==> src/rtl/rot_amt_detect8_pkg.sv <==
// rtl/rot_amt_detect8_pkg.sv - shared state and direction encodings for the rotation-amount detector
package rot_amt_detect8_pkg;

    typedef enum logic [1:0] {
        ST_IDLE   = 2'd0,
        ST_SEARCH = 2'd1,
        ST_DONE   = 2'd2
    } state_t;

    localparam logic DIR_RIGHT = 1'b0;
    localparam logic DIR_LEFT  = 1'b1;

endpackage

==> src/rtl/rot_amt_detect8_rot_step.sv <==
// rtl/rot_amt_detect8_rot_step.sv - combinational single-position right rotate
module rot_step #(
    parameter int WIDTH = 8
) (
    input  logic [WIDTH-1:0] a,
    output logic [WIDTH-1:0] y
);

    assign y = {a[0], a[WIDTH-1:1]};

endmodule

==> src/rtl/rot_amt_detect8.sv <==
// rtl/rot_amt_detect8.sv - iterative search for the rotation amount/direction mapping a onto y
module rot_amt_detect8
    import rot_amt_detect8_pkg::*;
#(
    parameter int WIDTH      = 8,
    parameter int AMT_W      = 3,
    parameter int PREFER_MIN = 1
) (
    input  logic             clk,
    input  logic             reset_n,
    input  logic             in_valid,
    output logic             in_ready,
    input  logic [WIDTH-1:0] a,
    input  logic [WIDTH-1:0] y,
    output logic             out_valid,
    input  logic             out_ready,
    output logic             found,
    output logic [AMT_W-1:0] amt,
    output logic             lr
);

    state_t state, state_nxt;

    logic [WIDTH-1:0] r;
    logic [WIDTH-1:0] t;
    logic [WIDTH-1:0] r_rot;
    logic [AMT_W-1:0] cnt;

    logic             accept;
    logic             handoff;
    logic             match;
    logic             last;
    logic [AMT_W-1:0] map_amt;
    logic             map_lr;

    rot_step #(.WIDTH(WIDTH)) u_rot_step (
        .a (r),
        .y (r_rot)
    );

    assign accept  = in_valid && in_ready;
    assign handoff = out_valid && out_ready;
    assign match   = (r == t);
    assign last    = (cnt == AMT_W'(WIDTH - 1));

    // Right amounts past the half-way point are shorter when reported as a left rotation.
    always_comb begin
        map_amt = cnt;
        map_lr  = DIR_RIGHT;
        if ((PREFER_MIN != 0) && (cnt > AMT_W'(WIDTH / 2))) begin
            map_amt = AMT_W'(WIDTH) - cnt;
            map_lr  = DIR_LEFT;
        end
    end

    always_ff @(posedge clk or negedge reset_n) begin
        if (!reset_n) begin
            state <= ST_IDLE;
        end else begin
            state <= state_nxt;
        end
    end

    always_comb begin
        state_nxt = state;
        case (state)
            ST_IDLE: begin
                if (accept) begin
                    state_nxt = ST_SEARCH;
                end
            end
            ST_SEARCH: begin
                if (match || last) begin
                    state_nxt = ST_DONE;
                end
            end
            ST_DONE: begin
                if (handoff) begin
                    state_nxt = ST_IDLE;
                end
            end
            default: state_nxt = ST_IDLE;
        endcase
    end

    always_ff @(posedge clk or negedge reset_n) begin
        if (!reset_n) begin
            r         <= '0;
            t         <= '0;
            cnt       <= '0;
            in_ready  <= 1'b1;
            out_valid <= 1'b0;
            found     <= 1'b0;
            amt       <= '0;
            lr        <= DIR_RIGHT;
        end else begin
            case (state)
                ST_IDLE: begin
                    if (accept) begin
                        r        <= a;
                        t        <= y;
                        cnt      <= '0;
                        in_ready <= 1'b0;
                    end
                end
                ST_SEARCH: begin
                    // The first hit is the smallest right amount, so periodic words resolve deterministically.
                    if (match) begin
                        found     <= 1'b1;
                        amt       <= map_amt;
                        lr        <= map_lr;
                        out_valid <= 1'b1;
                    end else if (last) begin
                        found     <= 1'b0;
                        amt       <= '0;
                        lr        <= DIR_RIGHT;
                        out_valid <= 1'b1;
                    end else begin
                        r   <= r_rot;
                        cnt <= cnt + 1'b1;
                    end
                end
                ST_DONE: begin
                    if (handoff) begin
                        out_valid <= 1'b0;
                        in_ready  <= 1'b1;
                    end
                end
                default: begin
                    out_valid <= 1'b0;
                    in_ready  <= 1'b1;
                end
            endcase
        end
    end

endmodule

==> config.mk <==
export PLATFORM = sky130hd
export DESIGN_NAME = rot_amt_detect8
export DESIGN_NICKNAME = d
export VERILOG_FILES = /design/src/rtl/rot_amt_detect8_pkg.sv /design/src/rtl/rot_amt_detect8_rot_step.sv /design/src/rtl/rot_amt_detect8.sv
export SDC_FILE = /design/constraint.sdc
export NUM_CORES = 1
export LEC_CHECK = 0
export CAP_MARGIN = 20
export CORE_MARGIN = 3
export CORE_UTILIZATION = 54
export CTS_BUF_LIST = sky130_fd_sc_hd__clkbuf_16
export DETAILED_ROUTE_END_ITERATION = 6
export PLACE_DENSITY = 0.83
export SYNTH_ARGS = -nofsm -noshare
export SYNTH_HDL_FRONTEND = slang
export SYNTH_SLANG_ARGS = --single-unit
==> constraint.sdc <==
create_clock -name clk -period 4.5 [get_ports clk]
set_input_delay 0.45 -clock clk [delete_from_list [all_inputs] [get_ports clk]]
set_output_delay 0.45 -clock clk [all_outputs]
set_load 0.01 [all_outputs]
==> key figures <==
Run status
  – Status: completed

Synthesis
  – Post-synth EDFFs: 0
  – Synth Warn #: 0
  – Post-synth top flop: dfrtp_1
  – Synthesized flop and latch total: 28
  – Area leader, netlist: dfrtp_1
  – Compound-Gate Fraction of Synth Area: 11.01%
  – Seq/Total Area, Yosys: 53.23%
  – Synth top area share: 51.23%
  – Synth top area cells: dfrtp_1, mux2_2, mux2i_1
  – Cells after synthesis: 116
  – XOR/XNOR share of the synthesized area: ~5.3%
  – Commonest cells in the netlist: dfrtp_1, mux2_2, nand3_1
  – Asr flop ratio synth: 100.0%
  – Mux cell area share after synthesis: 14.61%
  – Main combinational cell family by area after synthesis: multiplexers
  – Post-synthesis cell area: 0.001319 mm^2
  – Post-Synth Simple-Gate Area: 8.918%
  – Adder-Cell Fraction of Synth Area: 2.846%
  – Synth Area per Inst: 11.37 um^2
  – Library cells used by synthesis: 26
  – Count leader, synth: dfrtp_1
  – Syn nets: 139

Detailed routing
  – DRC Markers: 0
  – Wirelength per Cell: ~15 um
  – DR vias/cell: ~5.5
  – Final wirelength: 2648 um
  – Vias: about 950
  – Antenna-violating nets left: 0
  – First-iteration detailed-routing DRC count: 25
  – Drt first pass iters: 4

Setup path
  – Worst EP arrival: 2.17 ns
  – CP top delay family: simple AND/OR/NAND/NOR gates
  – CP max FO: 13
  – Crit Path Class: reg -> reg
  – Worst Setup EP: r[0]
  – CP endpoint kind: flip-flop
  – Worst reg-to-reg path cell count: 5
  – Buf/Inv on CP: 0
  – Crit path launch: r[7]
  – R2R Path Start: r[7]
  – Crit start category: flip-flop
  – Worst Path Required: 4.63 ns
  – Slowest CP cell: dfrtp_1
  – FF-to-FF End: r[0]
  – CP max stage delay: around 0.42 ns
  – Reg-to-reg slack, setup: roughly 2.5 ns
  – Crit-path cells: xor2_1 -> nor4_1 -> a211o_1 -> and2_1 -> o21ai_1
  – Stages on worst setup path: 5

Final layout
  – Number of fillers in the final layout: between 150 and 200
  – Layout cells sized above 1: 12.50%
  – Final nets: 168
  – Area grow syn2layout: 28.18%
  – ANT cells: 0

Hold path
  – HP Class: reg -> reg

Clock network
  – Root buffer cell: clkbuf_16
  – H-tree depth: 1
  – Reg clk slew, reported paths: 0.07 ns
  – # hold bufs at CTS: 0
  – Clock latency on the worst-skew pair: between 0.2 and 0.3 ns
  – TritonCTS clock tree: yes
  – Setup bufs post-CTS: 0
  – TritonCTS sink count: 28
  – CTS buffer count: 3
  – CTS resizes: 0
  – Max Root-Sink Buffers: 2

Placement
  – Pre-CTS setup slack: 2.402 ns
  – Placer Congestion: ~0.86
  – Post-DP HPWL: 1903 um
  – Port Buffers: 26

Run
  – Max-cap violation count: 0

Timing
  – Crit path time final: 2.047 ns
  – Setup_tns: 0 ns
  – Hold slack final: just over 0.5 ns
  – Highest Clock Rate: 488.5 MHz
  – RSZ-0062 raised after global routing: no
  – Count of pins over their slew limit: 0
  – Final Hold Fails: 0
  – Slack of the critical path: 2.453 ns
  – Worst slew margin: 36.32%
  – Skew final: 0.005954 ns
  – Worst-margin pin slew: 0.9533 ns
  – Final period util: a little under half
  – Final setup fails: 0

Floorplan
  – Starting Density: 58.49%
  – Core box area: 0.002255 mm^2
  – Die footprint: 0.003071 mm^2
  – DIE WIDTH: 55.42 um
  – # IOs: 27
  – Num rows: 17
  – Die height: between 50 and 60 um

Global routing
  – Initial antenna violation count: 0
  – Pin count of the biggest net entering global routing: 29
  – Total GRT Usage: 18.93%
  – Vias in the first global route: 1,036
  – Grt ovf: 0
  – First-pass GRT wire length: 4512 um

Power and ir drop
  – Power Total: 0.9818 mW
  – Pint: 0.6517 mW
  – Power share of the clock group: 20.4%
  – Max rail drop VDD: 0.0003383 V
  – Switch Pwr: ~0.33 mW
  – Comb pwr share: 33.9%
  – Power per cell area: 580.8 mW/mm^2
  – Sequential power share: 45.8%
  – Sw Ratio: 33.62%
  – Leakage power: 0.7611 nW
==> layout make-up <==
type                            count  area [um^2]  area share (%)
Sequential cell                    28        701.9           41.52
Multi-Input combinational cell     76        569.3           33.68
Timing Repair Buffer               28        275.3           16.28
Clock buffer                        3        75.07           4.441
Tap cell                           28        35.03           2.073
Inverter                            8        30.03           1.776
Clock inverter                      1        3.754          0.2221
==> worst min path at each step <==
stage	startpoint	to	slack (ns)	depth (start not counted)
floorplan	reset_n	amt[0]	0.15	0
global route	amt[2]	amt[2]	0.54	1
CTS	lr	lr	0.51	1
global placement	lr	lr	0.48	1
finish	lr	lr	0.51	1
detailed placement	lr	lr	0.49	1
==> state kept, by name, indices dropped and copies added (netlist names) <==
name and flops:
amt 3, cnt 3, found 1, in_ready 1, lr 1, out_valid 1, r 8, state 2
t 8
==> metal layers <==
layer / part of all wire [%] / wire length [um] / track usage (%) / vias up
li1: - / - / - / 459
met1: 40 / 1065 / 20.34 / 456
met2: 52 / 1387 / 35.14 / 30
met3: 5.1 / 136 / 3.972 / 7
met4: 2.2 / 58 / 8.333 / 0
met5: 0 / 0 / 0 / -
==> stage by stage <==
stage / util, % / std cells / area [um^2]
2_1_floorplan: - / 116 / 1319
3_3_place_gp: 71.48 / 168 / 1612
5_1_grt: 74.97 / 172 / 1690
6_report: 74.97 / 172 / 1690
4_1_cts: 74.97 / 172 / 1690
3_5_place_dp: 71.48 / 168 / 1612
==> kinds of logic (layout without fill, tap and decap cells) <==
group	Yosys count	after routing
flops	28	28
compound gates	23	23
simple gates	24	24
buf+inv	12	40
xor+xnor	8	8
fa+ha+maj	3	3
mux	18	18
==> cell usage in the layout, fill, tap and decap left out <==
master / count
a211o_1: 1
dfstp_2: 1
nand3_1: 9
clkdlybuf4s50_1: 26
ha_1: 3
clkbuf_16: 3
o22a_1: 1
inv_1: 7
a22o_1: 2
o21ai_0: 5
buf_4: 2
nor4bb_2: 1
o21ai_1: 8
xor2_1: 8
nand2_1: 7
nor2b_1: 1
mux2i_1: 8
and2_1: 1
a21oi_1: 2
nor4_1: 2
a21o_1: 2
a32o_1: 2
clkinv_1: 1
inv_2: 1
nor2_1: 3
dfrtp_1: 27
mux2_2: 10
==> power groups by stage <==
stage	Clock [mW]	Combinational, mW	Sequential (mW)
2_1_floorplan	0	0.233	0.431
3_3_place_gp	0	0.315	0.444
3_5_place_dp	0	0.328	0.450
4_1_cts	0.203	0.338	0.447
5_1_grt	0.214	0.374	0.462
6_report	0.200	0.333	0.449
No activity file was read; power rests on OpenSTA's default activity.
==> patch: new RTL, same settings <==
Encoding of `state_t`: now one-hot (3 bits for 3 states).
--- a/src/rtl/rot_amt_detect8_pkg.sv
+++ b/src/rtl/rot_amt_detect8_pkg.sv
@@ -1,10 +1,10 @@
 // rtl/rot_amt_detect8_pkg.sv - shared state and direction encodings for the rotation-amount detector
 package rot_amt_detect8_pkg;
 
-    typedef enum logic [1:0] {
-        ST_IDLE   = 2'd0,
-        ST_SEARCH = 2'd1,
-        ST_DONE   = 2'd2
+    typedef enum logic [2:0] {
+        ST_IDLE   = 3'b001,
+        ST_SEARCH = 3'b010,
+        ST_DONE   = 3'b100
     } state_t;
 
     localparam logic DIR_RIGHT = 1'b0;
Check against the original RTL: same outputs for any inputs over 10 cycles, from zero or initial values and one cycle with reset_n low; not proved beyond that.
==> patch against the original RTL <==
- total power increased by 20%
- die area increased by 15%
- area after synthesis rose by 17%
- sequential cell count increased by 1
- combinational power rose by 28%
- sequential share of layout area shrank 3.8 points
- worst setup slack got worse by 0.31 ns
- wire length up 19%
- design area increased by 14%
- utilization is 0.48 points lower
- via count is 29% higher
- critical path depth fell by 1
- largest cell class is now multi-input combinational cells
==> patch: results (changes against the original RTL) <==
** Run status
- The run finished with clean final reports.

** Placed design
- The number of placed instances, taps included was 208 (+24%).
- Area post-placement :: 1800 um^2 (+11%)

** Global route
- GRT Overall Usage :: 19.2% (+0.29 points)
- The global-route met3 utilization is 6.54% (+2.6 points).
- Wire length of the first global-routing pass :: 5100 um (+13%)
- The pin count of the biggest net entering global routing was 30 (+3.4%).
- GR Layer Usage met1 :: 23.1% (+2.8 points)

** STA
- Post-Route Hold Slack :: 0.501 ns (-0.00626 ns)
- The final setup slack of the worst path was 2.15 ns (-0.307 ns).
- The worst max-slew margin expressed relative to the limit came to 45.2% (+8.9 points).
- Setup skew after layout :: 0.00422 ns (-0.00174 ns)

** Min path
- Source of the worst hold timing path :: t[7]
- The number of cells on the worst hold path is 2 (+1).
- Worst hold path endpoint :: t[7]

** Critical path
- The peak per-stage delay on the critical path was 0.64 ns (+0.22 ns).
- Timing startpoint of the critical path :: state[0]
- Cells on worst reg2reg path :: 4 (-1)
- The data arrival time at the worst-slack endpoint came to 2.51 ns (+0.34 ns).
- Worst Path Max Fanout :: 19 (+6)
- Slowest library cell on the worst path :: sky130_fd_sc_hd__or2_0
- The setup slack on the worst flop-to-flop path was 2.15 ns (-0.31 ns).

** Power and ir drop
- The clock distribution power is 298 uW (+49%).
- The leakage dissipation came to 0.824 nW (+8.2%).
- Worst supply voltage drop on vdd :: 0.000532 V (+57%)
- Sequential group power :: 456 uW (+2%)
- The total power after layout was 1.18 mW (+20%).

** Final layout
- The number of standard cells in the layout, taps in and fillers out came to 215 (+25%).

** Synth
- Most numerous cell types in the synthesized netlist :: sky130_fd_sc_hd__nand2_1, sky130_fd_sc_hd__dfrtp_1, sky130_fd_sc_hd__nor2_1, sky130_fd_sc_hd__xnor2_1, sky130_fd_sc_hd__o21ai_0
- The average cell area after synthesis came to 9.68 um^2 (-15%).
- The compound-cell area share of the yosys netlist came to 14.1% (+3.1 points).
- Portion of the post-synthesis area used by sequential elements :: 47.3% (-5.9 points)

** Detailed routing
- Wire length on met1 :: 1370 um (+29%)
- First DRT Iteration DRCs :: 55 (+120%)
- The detailed-routed wire length on met2 is 1590 um (+15%).

** CTS
- The number of CTS-inserted buffers was 5 (+2).
- The deepest level of the CTS H-tree came to 2 (+1).
==> patch: cell count changes after synthesis, moves of 5 or more <==
cell,unedited run,this run
sky130_fd_sc_hd__o21ai_1,8,0
sky130_fd_sc_hd__xor2_1,8,0
sky130_fd_sc_hd__a211oi_1,0,6
sky130_fd_sc_hd__nand2_1,7,33
sky130_fd_sc_hd__nand3_1,9,2
sky130_fd_sc_hd__mux2_2,10,4
sky130_fd_sc_hd__mux2i_1,8,3
sky130_fd_sc_hd__nor2_1,3,15
sky130_fd_sc_hd__xnor2_1,0,8
sky130_fd_sc_hd__a2111oi_0,0,6
==> patch: cell type report <==
cell class | instances | area, um^2 | share of cell area [%]
Clock buffer | 5 | 125 | 6.49
Clock inverter | 2 | 7.51 | 0.389
Inverter | 4 | 15.0 | 0.778
Multi-Input combinational cell | 117 | 741 | 38.4
Sequential cell | 29 | 728 | 37.7
Tap cell | 30 | 37.5 | 1.95
Timing Repair Buffer | 28 | 275 | 14.3
